### src/rtl/funct_generator_pkg.sv
// rtl/funct_generator_pkg.sv - shared types, default widths and tick qualification
// for the three-channel waveform source.
package funct_generator_pkg;

  localparam int DEFAULT_DATA_WIDTH = 8;
  localparam int DEFAULT_STEP_WIDTH = 8;

  typedef enum logic [0:0] {
    TRI_UP   = 1'b0,
    TRI_DOWN = 1'b1
  } tri_state_t;

  // A clear in the same cycle swallows the tick, so every channel sees the same rule.
  function automatic logic accept_tick(
    input logic enh,
    input logic tick,
    input logic clrh
  );
    return enh & tick & ~clrh;
  endfunction

endpackage

### src/rtl/funct_generator_tri.sv
// rtl/funct_generator_tri.sv - triangle channel: up/down ramp that saturates at
// MAX and 0 and reverses there.
module funct_generator_tri
  import funct_generator_pkg::*;
#(
  parameter int DATA_WIDTH = DEFAULT_DATA_WIDTH
) (
  input  logic                  clk,
  input  logic                  rsth,
  input  logic                  clrh,
  input  logic                  accept_i,
  input  logic [DATA_WIDTH-1:0] step_i,
  output logic [DATA_WIDTH-1:0] data_o
);

  localparam logic [DATA_WIDTH:0]   MAX_WIDE = {1'b0, {DATA_WIDTH{1'b1}}};
  localparam logic [DATA_WIDTH-1:0] MAX_VAL  = {DATA_WIDTH{1'b1}};

  tri_state_t            state_q, state_d;
  logic [DATA_WIDTH-1:0] tri_val_q, tri_val_d;
  logic [DATA_WIDTH:0]   sum_wide;
  logic                  step_zero;

  assign sum_wide  = {1'b0, tri_val_q} + {1'b0, step_i};
  assign step_zero = (step_i == '0);

  always_comb begin
    tri_val_d = tri_val_q;
    state_d   = state_q;
    if (clrh) begin
      tri_val_d = '0;
      state_d   = TRI_UP;
    end else if (accept_i && !step_zero) begin
      // Zero step is excluded above so the ramp can never flip direction while parked.
      case (state_q)
        TRI_UP: begin
          if (sum_wide >= MAX_WIDE) begin
            tri_val_d = MAX_VAL;
            state_d   = TRI_DOWN;
          end else begin
            tri_val_d = sum_wide[DATA_WIDTH-1:0];
          end
        end
        TRI_DOWN: begin
          if (tri_val_q <= step_i) begin
            tri_val_d = '0;
            state_d   = TRI_UP;
          end else begin
            tri_val_d = tri_val_q - step_i;
          end
        end
        default: begin
          tri_val_d = '0;
          state_d   = TRI_UP;
        end
      endcase
    end
  end

  always_ff @(posedge clk or posedge rsth) begin
    if (rsth) begin
      tri_val_q <= '0;
      state_q   <= TRI_UP;
    end else begin
      tri_val_q <= tri_val_d;
      state_q   <= state_d;
    end
  end

  assign data_o = tri_val_q;

endmodule

### src/rtl/funct_generator_wave.sv
// rtl/funct_generator_wave.sv - three-channel waveform source (sawtooth, triangle,
// square) with registered samples and a one-cycle valid strobe.
module funct_generator_wave
  import funct_generator_pkg::*;
#(
  parameter int DATA_WIDTH = DEFAULT_DATA_WIDTH,
  parameter int STEP_WIDTH = DEFAULT_STEP_WIDTH
) (
  input  logic                  clk,
  input  logic                  rsth,
  input  logic                  clrh,
  input  logic                  enh,
  input  logic                  tick_i,
  input  logic [DATA_WIDTH-1:0] step_a_i,
  input  logic [DATA_WIDTH-1:0] step_b_i,
  input  logic [STEP_WIDTH-1:0] half_c_i,
  input  logic [DATA_WIDTH-1:0] amp_c_i,
  output logic [DATA_WIDTH-1:0] data_a_o,
  output logic [DATA_WIDTH-1:0] data_b_o,
  output logic [DATA_WIDTH-1:0] data_c_o,
  output logic                  valid_o
);

  localparam logic [STEP_WIDTH-1:0] CNT_ONE = {{(STEP_WIDTH-1){1'b0}}, 1'b1};

  logic                  accept;
  logic [DATA_WIDTH-1:0] saw_q, saw_d;
  logic [STEP_WIDTH-1:0] cnt_q, cnt_d;
  logic                  level_q, level_d;
  logic [DATA_WIDTH-1:0] data_c_q, data_c_d;
  logic                  valid_q, valid_d;
  logic [STEP_WIDTH-1:0] half_eff;
  logic [STEP_WIDTH-1:0] cnt_limit;

  assign accept    = accept_tick(enh, tick_i, clrh);
  assign half_eff  = (half_c_i == '0) ? CNT_ONE : half_c_i;
  assign cnt_limit = half_eff - CNT_ONE;

  always_comb begin
    saw_d    = saw_q;
    cnt_d    = cnt_q;
    level_d  = level_q;
    data_c_d = data_c_q;
    valid_d  = 1'b0;
    if (clrh) begin
      saw_d    = '0;
      cnt_d    = '0;
      level_d  = 1'b0;
      data_c_d = '0;
    end else if (accept) begin
      valid_d = 1'b1;
      saw_d   = saw_q + step_a_i;
      // >= rather than == so a shrunken half-period toggles on the very next tick.
      if (cnt_q >= cnt_limit) begin
        cnt_d   = '0;
        level_d = ~level_q;
      end else begin
        cnt_d = cnt_q + CNT_ONE;
      end
      data_c_d = level_d ? amp_c_i : '0;
    end
  end

  always_ff @(posedge clk or posedge rsth) begin
    if (rsth) begin
      saw_q    <= '0;
      cnt_q    <= '0;
      level_q  <= 1'b0;
      data_c_q <= '0;
      valid_q  <= 1'b0;
    end else begin
      saw_q    <= saw_d;
      cnt_q    <= cnt_d;
      level_q  <= level_d;
      data_c_q <= data_c_d;
      valid_q  <= valid_d;
    end
  end

  funct_generator_tri #(
    .DATA_WIDTH(DATA_WIDTH)
  ) u_tri (
    .clk     (clk),
    .rsth    (rsth),
    .clrh    (clrh),
    .accept_i(accept),
    .step_i  (step_b_i),
    .data_o  (data_b_o)
  );

  assign data_a_o = saw_q;
  assign data_c_o = data_c_q;
  assign valid_o  = valid_q;

endmodule

### config.mk
export PLATFORM = sky130hd
export DESIGN_NAME = funct_generator_wave
export DESIGN_NICKNAME = d
export VERILOG_FILES = /design/src/rtl/funct_generator_pkg.sv /design/src/rtl/funct_generator_tri.sv /design/src/rtl/funct_generator_wave.sv
export SDC_FILE = /design/constraint.sdc
export NUM_CORES = 1
export LEC_CHECK = 0
export ABC_AREA = 1
export CORE_AREA = 5 5 81 83
export CTS_BUF_LIST = sky130_fd_sc_hd__clkbuf_2
export CTS_CLUSTER_SIZE = 12
export DETAILED_ROUTE_END_ITERATION = 6
export DIE_AREA = 0 0 86 88
export HOLD_SLACK_MARGIN = 0.08
export PLACE_DENSITY_LB_ADDON = 0.25
export SYNTH_ARGS = -nofsm -noshare
export SYNTH_HDL_FRONTEND = slang
export SYNTH_HIERARCHICAL = 1
export SYNTH_SLANG_ARGS = --single-unit
### constraint.sdc
create_clock -name clk -period 5 [get_ports clk]
set_input_delay 1.5 -clock clk [delete_from_list [all_inputs] [get_ports clk]]
set_output_delay 1.5 -clock clk [all_outputs]
set_load 0.01 [all_outputs]
==> reports/metrics.csv <==
metric;value;unit
viasPerCell;5.277;
dp_hpwl;5940;um
cts_tree;built;
cpMostUsedCell;nand2_1;
synth.distinct_cells;41;
num-fill-cells;533;
post_cts_buffers;0;
grt_pass1_wl;13030;um
finalPower;660.5;uW
post_cts_resized;0;
slew_headroom;35.17;%
post-route-drc-count;0;
outcome;finished, final reports clean;
grt_setup_unrepaired;no;
synth_area;3084;um^2
clock-sinks;35;
clock_latency;0.40;ns
avgSynthCellArea;7.326;um^2
drv_cap;0;
timing.critical_path.arrival;4.12;ns
cp_num_buf_inv;3;
setup_viol;0;
drt_pass1_iterations;5;
min_path_type;register to register;
path_max_fanout;9;
pin_count;62;
synth.yosys.seq_area_share;28.40;%
placementRows;28;
grt_pass1_vias;2962;
slowest_delay;0.54;ns
ir_worst_vdd;0.00009987;V
crit_required;5.31;ns
initial_core_util;53.35;%
finClkSkew;0.01963;ns
nets;557;
syn-num-nets;494;
finalHoldViolations;0;
gp_congestion;0.8671;
synth_common_cells;nand2_1 (122), inv_1 (51), dfrtp_1 (35);
drtIter0Drc;131;
io_buffers;61;
layoutNonFillerInstCount;560;
netlist_instances;421;
worst_pin_slew;0.9713;ns
seq_area;875.8;um^2
async_flop_share;100.0;%
ctsLongestPathBuffers;2;
clkTransAtPathRegs;0.22;ns
yosys_most_used_dff;dfrtp_1;
powerDensity;173.6;nW/um^2
wl_per_cell;13.23;um
synth-edff-count;0;
crit_type;primary input to register;
routed_wl;7408;um
synth_top_area_share;28.40;%
ys_top_cells_by_area;dfrtp_1 (28%), nand2_1 (15%), ha_1 (13%), inv_1 (6.2%), nand3_1 (5.4%);
p_leak;1.986;nW
yosysMostFrequentCell;nand2_1;
yosysWarnings;6;
cp_cell_sequence;clkdlybuf4s50_1 -> nor2_1 -> nand3b_1 -> o21bai_2 -> inv_2 -> ha_1 -> nand2_1 -> nor3_1 -> xor2_1 -> inv_1 -> ha_1 -> nand2_1 -> a21oi_1 -> nor2_2 -> nand3_2 -> nand2_1 -> nand2_4 -> nand2_1 -> o21ai_1;
setup_tns;0;ns
worstSetupEndpointType;register;
insertedDiodeCount;0;
critical-path-slowest-cell;clkdlybuf4s50_1;
ys_seq_elements;35;
area_growth;23.37;%
die_w;86;um
fp.coreArea;5781;um^2
num_vias;2955;
antenna_left;0;
dieArea;7568;um^2
grt_usage;20.93;%
die_y;88;um
crit_family;simple AND/OR/NAND/NOR gates;
post_route_cells_drive_above_1_share;9.897;%
multiInputGateArea;1958;um^2
numCtsBuffers;5;
grt_max_degree;27;
holdBufCountCts;0;
antenna_found_initial;0;
fmax;262.4;MHz
period_share;76.23;%
cts.htree.levels;2;
cp-start-kind;primary input;
place_inst;552;
yosysTopAreaCell;dfrtp_1;
finalCriticalPeriod;3.811;ns
cts_root_buf;clkbuf_2;
overflow;0;
slew_viol_final;0;
## placed cells by master, fill, tap and decap left out, types with 4 or more instances in the layout
cell	count
dfrtp_1	35
nand2_2	9
nand4_1	13
xnor2_1	4
nor2_1	17
nand3_2	5
clkdlybuf4s50_1	61
nor2_4	4
inv_1	51
nor2_2	6
a21oi_1	17
nand2_1	122
nand3_1	33
ha_1	33
clkbuf_2	5
inv_2	6
o21ai_0	13
o21ai_1	8
xor2_1	9
## worst min-delay path, stage by stage (launching register included)
cell and delay, ns:
dfrtp_1 0.39, nand2_1 0.05, nand2_1 0.05
## registers in the layout, indices dropped and copies added, names as in the netlist
| name | cells |
|---|---|
| cnt_q | 8 |
| data_a_o | 8 |
| data_c_o | 8 |
| level_q | 1 |
| u_tri/data_o | 8 |
| u_tri/state_q | 1 |
| valid_o | 1 |
## final cells by class
class                      count  area share [%]
clock buffer                   5          0.6577
clock inverter                 3          0.6248
multi-input combinational    323           51.46
tap                           75           2.466
sequential                    35           23.02
inverter                      58           5.722
timing repair buffer          61           16.05
## metrics by stage
step	worst slack, ns	utilization, %	hold WS (ns)	cell area [um^2]
after floorplan	1.472	-	0.5120	3084
after global placement	0.8821	64.98	0.4705	3756
after detailed placement	0.7386	64.98	0.4698	3756
after CTS	1.190	65.82	0.5184	3805
after global routing	0.8951	65.82	0.5475	3805
final	1.189	65.82	0.5105	3805
## per-layer routing
metal / vias to the layer above / routed length, um / track usage, % / part of all wire (%)
met3: 12 / 386 / 3.857 / 5.2
met2: 93 / 3550 / 36.02 / 48
met4: 0 / 95 / 5.180 / 1.3
met1: 1347 / 3375 / 27.21 / 46
met5: - / 0 / 0 / 0
li1: 1503 / - / - / -
## report_power, final
part	total [mW]	internal, mW	switching [mW]	leakage, nW
combinational	0.212	0.0942	0.118	1.48
clock	0.146	0.0358	0.111	0.0256
sequential	0.302	0.292	0.00967	0.483
total	0.661	0.422	0.238	1.99
## worst paths after layout
kind / from / endpoint / slack [ns] / cells after the start
worst min register to register: data_c_o[5] / data_c_o[5] / 0.51 / 2
worst max register to register: u_tri/data_o[0] / u_tri/data_o[2] / 2.91 / 14
worst max-delay path: half_c_i[3] / level_q / 1.19 / 19
max in group asynchronous: rsth / cnt_q[4] / 2.76 / 2
worst min-delay path: data_c_o[5] / data_c_o[5] / 0.51 / 2
min in group asynchronous: rsth / u_tri/data_o[1] / 1.38 / 2
## logic make-up after synthesis
logic type,count (synthesis),synth area share (%)
AO/OA/AOI/OAI,52,9.737
flip-flops,35,28.40
buffers and inverters,63,8.113
AND/OR/NAND/NOR,222,34.73
adder cells (fa/ha/maj),36,15.33
XOR/XNOR,13,3.692
Note: power is estimated with default switching activity, not from simulation.
